===== config.mk =====
export PLATFORM = sky130hd
export DESIGN_NAME = dram_arbiter
export DESIGN_NICKNAME = d
export VERILOG_FILES = /design/src/rtl/dram_arbiter.sv
export SDC_FILE = /design/constraint.sdc
export NUM_CORES = 1
export LEC_CHECK = 0
export CAP_MARGIN = 20
export CORE_MARGIN = 4
export CORE_UTILIZATION = 36
export CTS_CLUSTER_DIAMETER = 40
export DETAILED_ROUTE_END_ITERATION = 8
export GPL_ROUTABILITY_DRIVEN = 0
export HOLD_SLACK_MARGIN = 0.03
export MAX_ROUTING_LAYER = met4
export PLACE_DENSITY = 0.85
export SYNTH_ARGS = -nofsm -noshare
export SYNTH_HDL_FRONTEND = slang
export SYNTH_SLANG_ARGS = --single-unit
export TNS_END_PERCENT = 100

===== constraint.sdc =====
create_clock -name clk -period 1.7 [get_ports clk]
set_input_delay 0.51 -clock clk [delete_from_list [all_inputs] [get_ports clk]]
set_output_delay 0.51 -clock clk [all_outputs]
set_load 0.01 [all_outputs]

===== src/rtl/dram_arbiter.sv =====
// dram_arbiter: two-port round-robin arbiter sharing one DRAM between the
// icache (port 0) and dcache (port 1) memory engines.
//
// Ports:
//   clk, rst                 clock and synchronous active-high reset
//   req/we/addr/wdata{0,1}   requester command, held until ack
//   ack{0,1}                 one-cycle completion pulse
//   rdata{0,1}               registered read data, valid from ack onward
//   mem_req/we/addr/wdata    DRAM command, fields latched at grant
//   mem_ready, mem_rdata     DRAM completion strobe and read data
//   busy                     high whenever not IDLE
//   grant_id                 port currently or last served
//   err                      sticky watchdog-timeout flag
module dram_arbiter #(
  parameter int unsigned ADDR_WIDTH  = 32,
  parameter int unsigned DATA_WIDTH  = 32,
  parameter int unsigned MEM_TIMEOUT = 16
) (
  input  logic                  clk,
  input  logic                  rst,
  input  logic                  req0,
  input  logic                  we0,
  input  logic [ADDR_WIDTH-1:0] addr0,
  input  logic [DATA_WIDTH-1:0] wdata0,
  input  logic                  req1,
  input  logic                  we1,
  input  logic [ADDR_WIDTH-1:0] addr1,
  input  logic [DATA_WIDTH-1:0] wdata1,
  output logic                  ack0,
  output logic                  ack1,
  output logic [DATA_WIDTH-1:0] rdata0,
  output logic [DATA_WIDTH-1:0] rdata1,
  output logic                  mem_req,
  output logic                  mem_we,
  output logic [ADDR_WIDTH-1:0] mem_addr,
  output logic [DATA_WIDTH-1:0] mem_wdata,
  input  logic                  mem_ready,
  input  logic [DATA_WIDTH-1:0] mem_rdata,
  output logic                  busy,
  output logic                  grant_id,
  output logic                  err
);

  localparam int unsigned CNT_W = $clog2(MEM_TIMEOUT + 1);

  typedef enum logic [1:0] {
    S_IDLE = 2'd0,
    S_WAIT = 2'd1,
    S_RESP = 2'd2
  } state_e;

  state_e                state_q;
  logic                  last_grant_q;
  logic                  grant_q;
  logic [CNT_W-1:0]      cnt_q;
  logic                  ack0_q;
  logic                  ack1_q;
  logic [DATA_WIDTH-1:0] rdata0_q;
  logic [DATA_WIDTH-1:0] rdata1_q;
  logic                  mem_req_q;
  logic                  mem_we_q;
  logic [ADDR_WIDTH-1:0] mem_addr_q;
  logic [DATA_WIDTH-1:0] mem_wdata_q;
  logic                  busy_q;
  logic                  err_q;

  // Round-robin winner: on a tie the port not served last time wins.
  logic win_c;
  logic any_req_c;

  always_comb begin
    win_c     = 1'b0;
    any_req_c = req0 | req1;
    if (req0 && req1) begin
      win_c = ~last_grant_q;
    end else if (req1) begin
      win_c = 1'b1;
    end
  end

  // Arbitration FSM with registered outputs.
  always_ff @(posedge clk) begin
    if (rst) begin
      state_q      <= S_IDLE;
      last_grant_q <= 1'b1;
      grant_q      <= 1'b0;
      cnt_q        <= '0;
      ack0_q       <= 1'b0;
      ack1_q       <= 1'b0;
      rdata0_q     <= '0;
      rdata1_q     <= '0;
      mem_req_q    <= 1'b0;
      mem_we_q     <= 1'b0;
      mem_addr_q   <= '0;
      mem_wdata_q  <= '0;
      busy_q       <= 1'b0;
      err_q        <= 1'b0;
    end else begin
      case (state_q)
        S_IDLE: begin
          if (any_req_c) begin
            state_q      <= S_WAIT;
            grant_q      <= win_c;
            last_grant_q <= win_c;
            mem_we_q     <= win_c ? we1    : we0;
            mem_addr_q   <= win_c ? addr1  : addr0;
            mem_wdata_q  <= win_c ? wdata1 : wdata0;
            mem_req_q    <= 1'b1;
            busy_q       <= 1'b1;
            cnt_q        <= '0;
          end
        end

        S_WAIT: begin
          if (mem_ready) begin
            state_q   <= S_RESP;
            mem_req_q <= 1'b0;
            ack0_q    <= ~grant_q;
            ack1_q    <= grant_q;
            // Writes leave the requester's read data untouched.
            if (!mem_we_q) begin
              if (grant_q) rdata1_q <= mem_rdata;
              else         rdata0_q <= mem_rdata;
            end
          end else if (cnt_q == CNT_W'(MEM_TIMEOUT)) begin
            // Watchdog: complete the access anyway so the requester is freed.
            state_q   <= S_RESP;
            mem_req_q <= 1'b0;
            ack0_q    <= ~grant_q;
            ack1_q    <= grant_q;
            err_q     <= 1'b1;
            if (!mem_we_q) begin
              if (grant_q) rdata1_q <= '0;
              else         rdata0_q <= '0;
            end
          end else begin
            cnt_q <= cnt_q + CNT_W'(1);
          end
        end

        S_RESP: begin
          state_q <= S_IDLE;
          ack0_q  <= 1'b0;
          ack1_q  <= 1'b0;
          busy_q  <= 1'b0;
        end

        default: begin
          state_q <= S_IDLE;
        end
      endcase
    end
  end

  assign ack0      = ack0_q;
  assign ack1      = ack1_q;
  assign rdata0    = rdata0_q;
  assign rdata1    = rdata1_q;
  assign mem_req   = mem_req_q;
  assign mem_we    = mem_we_q;
  assign mem_addr  = mem_addr_q;
  assign mem_wdata = mem_wdata_q;
  assign busy      = busy_q;
  assign grant_id  = grant_q;
  assign err       = err_q;

endmodule

==> results.md, run 1 <==
* Placed cell count at 1157
* Worst hold slack at about 0.45 ns
* Part of the power in registers at approximately 40%
* Chip width at ~140 um
* Sw Share at around 27%
* Fin crit share at a little over nine tenths
* Crit path DAT at roughly 1.9 ns
* Vias at between 6000 and 7000
* Post-synth ARST share at 0%
* Setup ws final at roughly 0.057 ns
* Number of global-route vias before repair at approximately 5800
* Final min period at 1.64 ns
* Max cap viols at 0
* Clock Sinks at between 100 and 150
* Final ANT Viol Nets at 0
* NumNets Final at 1140
* Critical Path Fanout Max at 5
* Starting Density at 37.3%
* Synth warn at 0
* Num rows at 46
* Syn Inst Count at approximately 650
* Worst VDD drop at 0.679 mV
* Total global routing overflow at 0
* Clock Latency Late Sink at approximately 0.42 ns
* DR iter-0 viols at 303
* Max_slew headroom at 75.7%
* Top cells by area, synth: dfxtp_1 48%, mux2i_1 11%, a211oi_2 6.3%, a21oi_1 5.8%, nand3_1 5.5%
* Global-route usage over all layers at a little over a fifth
* CTS Hold Buffers Added at 0
* Layout cells sized above 1 at between 10 and 15%
* Clk root buf: clkbuf_16
* Worst clock skew at 0.00974 ns
* Drt pass-1 iters at 4
* HP Class: flip-flop to flip-flop
* Cell with the most instances after synthesis: dfxtp_1
* Port bufs at between 300 and 400
* Mean Syn Cell Area at ~9.2 sq um
* Die Height at between 100 and 150 um
* Core region area at around 16000 sq um
* Area leader, netlist: dfxtp_1
* Initial antenna violation count at 0
* Syn nets at around 820
* Internal power at 6.79 mW
* Non-filler cells, final at 1200
* Outcome: completed
* Final Max Slew Viols at 0
* Clock Power Share at about two fifths
* Clock tree buffer depth at 2
* Commonest cells in the synthesized netlist: 143 x dfxtp_1, 75 x nor2_1, 70 x a21oi_1
* Htree depth at 4
* Antenna cells at 0
* F_max at slightly above 0.6 GHz
* Die area at between 15000 and 20000 sq um
* Setup violations, final at 0
* Dpl hpwl at 15000 um
* Total routed wirelength at roughly 20000 um
* Post-synth EDFFs at 0
* Largest net degree at the start of global routing at between 60 and 70
* Crit path kind: flip-flop to flip-flop
* Primary FF master, synth: dfxtp_1
* Final hold violations at 0
* Crit end category: flip-flop
* Post-synth top area share at about 48%
* Pleak at 4.29 nW
* Post-synthesis sequential area ratio at between 40% and 50%
* Final core occ at 62.8%
* Post-synthesis register bit count at 143
* Cts bufs inserted at 17
* Dpl ws at -0.426 ns
* CTS tree: built
* Crit path required time at approximately 2 ns
* Switching Power at ~2.6 mW
* Comb pwr share at around 22%
* Via-per-instance ratio at approximately 5
* First-pass GRT wire length at ~30000 um
* Area Overhead vs Synth at 68.6%
* Total power divided by cell area at 924 nW/um^2
* Worst slew pin tran at between 0.3 and 0.4 ns
* Post-synthesis instance area at between 6000 and 7000 sq um
* I/O pin count at ~300
* Post-synth cell types at 39
* Drt wl/cell at 17.1 um
* Remaining DRCs at 0
* Reg clk slew, reported paths at 0.06 ns
* Startpoint types: flip-flop
[cell families after synthesis]
logic type                 Yosys count  synth area share (%)
adders and majority gates            2                 0.417
muxes                               66                  11.0
buffers and inverters               64                  5.52
DFF                                143                  47.7
AOI/OAI and AO/OA                  152                  18.6
and+or+nand+nor                    227                  16.8
[worst paths after layout]
kind	from	endpoint	slack (ns)	depth (start not counted)
max	cnt_q[0]	cnt_q[3]	0.06	8
min	rdata0[12]	rdata0[12]	0.45	2
max reg2reg	cnt_q[0]	cnt_q[3]	0.06	8
min reg2reg	rdata0[12]	rdata0[12]	0.45	2
[metal layers]
metal,part of all wire (%),wire length [um],track usage [%]
met2,52,10600,36.0
met1,40,8180,23.2
met5,0,0,-
met4,2.0,419,7.76
met3,6.2,1280,5.07
[state kept, by name (all words and copies together) (netlist names), 2 cells and up]
signal / flops
mem_addr: 32
state_q: 2
rdata0: 32
rdata1: 32
mem_wdata: 32
cnt_q: 5
[power groups by stage]
| stage | combinational [mW] | clock (mW) | sequential [mW] |
|---|---|---|---|
| final | 2.05 | 3.59 | 3.72 |
| after global routing | 2.20 | 3.81 | 3.74 |
| after CTS | 1.97 | 3.66 | 3.72 |
| after detailed placement | 2.12 | 0 | 3.80 |
| after global placement | 2.08 | 0 | 3.79 |
| after floorplan | 0.816 | 0 | 3.90 |
[area by class of cell]
class	instances	area [sq um]
repair buffers	358	3540
well taps	216	270
inverters	4	15.0
fillers	1363	5990
flip-flops and latches	143	2860
clock buffers	21	460
clock inverters	11	106
multi-input cells	447	2870
[layout by cell type (no fill, tap or decap), types with 2 or more instances in the layout]
cell,n
and3_1,2
buf_4,37
clkbuf_8,2
clkdlybuf4s50_1,162
dfxtp_1,143
ha_1,2
o21ai_2,2
o21ai_0,5
inv_6,3
nand3_1,66
a211oi_2,30
nand2b_1,2
nor3_1,3
clkinv_4,2
a21oi_1,70
buf_12,17
nor2_1,74
dlygate4sd2_1,133
clkinvlp_4,3
nand2_1,68
a32o_1,2
a211oi_1,35
dlymetal6s2s_1,2
o221a_2,2
mux2i_1,64
clkbuf_1,2
clkinv_2,2
inv_1,4
nor4bb_4,2
clkbuf_16,20
[through the flow]
stage	TNS (ns)	instance area [sq um]	power, mW
3_3_place_gp	-22.85	9520	5.87
3_5_place_dp	-24.90	9520	5.92
4_1_cts	0	9930	9.35
5_1_grt	-0.00211	10100	9.75
2_1_floorplan	0	6010	4.71
6_report	0	10100	9.36
[worst max-delay path: stages, from the launching register on]
cell      delay [ns]
dfxtp_1         0.33
inv_1           0.05
ha_1            0.20
nor4bb_4        0.16
buf_4           0.16
o32a_1          0.33
buf_4           0.16
nor2_1          0.09
nor3_1          0.05
[repair_timing]
action                                  in CTS  in global routing
gates resized for setup                    137                 11
cloned                                       0                  3
endpoints found under the hold margin        0                  0
pin swaps                                    0                  4
endpoints found under the setup margin     138                 40
buffers inserted                             0                  8
(Power assumes the default switching activity.)
==> inputs of run 2 (changes only) <==
==> constraint.sdc (replaced) <==
create_clock -name clk -period 1.7 [get_ports clk]
set_input_delay 0.34 -clock clk [delete_from_list [all_inputs] [get_ports clk]]
set_output_delay 0.34 -clock clk [all_outputs]
set_load 0.01 [all_outputs]
==> results.md, run 2 (synthesis gave the netlist of run 1 again) <==
* Outcome: completed
* Clock Sinks at 143
* Crit. path cell count at 1
* Worst clock skew at ~0.0069 ns
* Crit path required time at around 1.4 ns
* I/O pin count at 302
* Crit path DAT at around 1.3 ns
* Total routed wirelength at about 20000 um
* DR iter-0 viols at ~270
* Final min period at 1.67 ns
* Crit end category: primary output
* Cts bufs inserted at 17
* First-pass GRT wire length at approximately 30000 um
* Comb pwr share at approximately 22%
* Fin crit share at 98.1%
* Reg clk slew, reported paths at ~0.060 ns
* Largest net degree at the start of global routing at 52
* Clk root buf: clkbuf_16
* Max cap viols at 0
* Pleak at about 4.0 nW
* Final hold violations at 0
* Port bufs at around 300
* Final Max Slew Viols at 0
* Commonest non-fill, non-tap cell in the layout: clkdlybuf4s50_1
* Layout cells sized above 1 at between 10 and 15%
* F_max at between 0.5 and 0.6 GHz
* Fill cells at 1316
* NumNets Final at 1138
* CTS tree: built
* Drt pass-1 iters at 5
* Setup violations, final at 0
* Critical Path, Cell by Cell: clkdlybuf4s50_1
* Worst hold slack at roughly 0.23 ns
* Critical Path Fanout Max at 2
* Crit-path slowest cell: clkdlybuf4s50_1
* Worst VDD drop at between 0.7 and 0.8 mV
* Min-Delay Path Depth at 2
* Startpoint types: flip-flop
* Max_slew headroom at between 70% and 80%
* Met3 usage in global routing at under 10%
* Total global routing overflow at 0
* Busiest layer in global routing: met2
* HP Class: primary input to flip-flop
* Htree depth at 4
* Die Height at ~140 um
* Final ANT Viol Nets at 0
* Worst slew pin tran at between 0.3 and 0.4 ns
* Area Overhead vs Synth at 69.9%
* Design area at 10200 sq um
* Largest stage delay, worst path at 0.58 ns
* Num rows at 46
* Antenna cells at 0
* Internal power at slightly above 7 mW
* Clock tree buffer depth at 2
* Starting Density at 37.3%
* Setup ws final at about 0.033 ns
* Remaining DRCs at 0
* Vias at 6003
* Crit path kind: flip-flop to primary output
* CP top delay family: buffers and inverters
* Drt wl/cell at around 17 um
* Sw Share at between 20% and 30%
* Placed Area at ~9500 sq um
* Clock Power Share at a little under 40%
* Part of the power in registers at about 39%
* Clock Latency Late Sink at around 0.41 ns
* Die area at 18800 sq um
* Dpl hpwl at ~15000 um
* Number of global-route vias before repair at about 5800
* Switching Power at ~2.5 mW
* Dpl ws at -0.278 ns
* Grt met1 use at approximately 23%
* Chip width at between 100 and 150 um
* Commonest cells after routing, fill and taps aside: 276 x clkdlybuf4s50_1, 141 x dfxtp_1, 75 x nor2_1
* Worst Path Buf+Inv at 1
* Via-per-instance ratio at between 5 and 6
* Met2 GRT Util at a little over a third
* Reg2Reg Depth at 7
* Global-route usage over all layers at a little over 20%
* Total power divided by cell area at 938 nW/um^2
* Core region area at approximately 16000 sq um
* Initial antenna violation count at 0
## run 2: cell types whose count changed in the layout (fill, tap and decap cells not counted), moves of 5 or more
cell,previous run,this run
dlygate4sd2_1,133,6
clkdlybuf4s50_1,162,276
dlymetal6s2s_1,2,17
buf_4,37,43
buf_12,17,12
## run 2: final cells by class
| class | count | area [sq um] | share of cell area (%) |
|---|---|---|---|
| clock buffers | 20 | 447 | 4.38 |
| clock inverters | 10 | 140 | 1.37 |
| inverters | 4 | 15.0 | 0.147 |
| multi-input cells | 447 | 2860 | 28.0 |
| flip-flops and latches | 143 | 2870 | 28.1 |
| well taps | 216 | 270 | 2.65 |
| repair buffers | 356 | 3610 | 35.4 |
## run 2: path summary, 6_finish.rpt
check                                 from  slack [ns]           end
worst max-delay path            rdata0[21]        0.03    rdata0[21]
worst min register to register  rdata1[14]        0.45    rdata1[14]
worst min-delay path                   rst        0.23  mem_wdata[3]
worst max register to register    cnt_q[0]        0.09      cnt_q[2]
## run 2: layer usage
metal	vias to the layer above	wire, um
met4	0	494
met5	-	0
met3	40	1320
met2	225	10500
met1	2789	7630
li1	2949	-
## run 2: power groups by stage
stage	sequential (mW)	combinational, mW	clock [mW]
after CTS	3.74	2.14	3.79
after floorplan	3.90	0.816	0
after detailed placement	3.81	2.14	0
after global routing	3.76	2.27	3.95
after global placement	3.80	2.10	0
final	3.74	2.12	3.71
## run 2: stage by stage
stage / std cells / power, mW / util [%] / TNS (ns)
2_1_floorplan: 654 / 4.71 / - / 0
3_3_place_gp: 1165 / 5.89 / 59.2 / -9.38
3_5_place_dp: 1165 / 5.95 / 59.2 / -12.76
4_1_cts: 1195 / 9.67 / 62.8 / 0
5_1_grt: 1196 / 9.98 / 63.3 / -0.0128
6_report: 1196 / 9.57 / 63.3 / 0
## run 2: repair_timing
| item | in CTS | in global routing |
|---|---|---|
| hold buffers | 0 | 0 |
| resized for setup | 8 | 21 |
| buffers inserted | 0 | 1 |
| pin swaps | 0 | 2 |
| setup endpoints to repair | 6 | 75 |
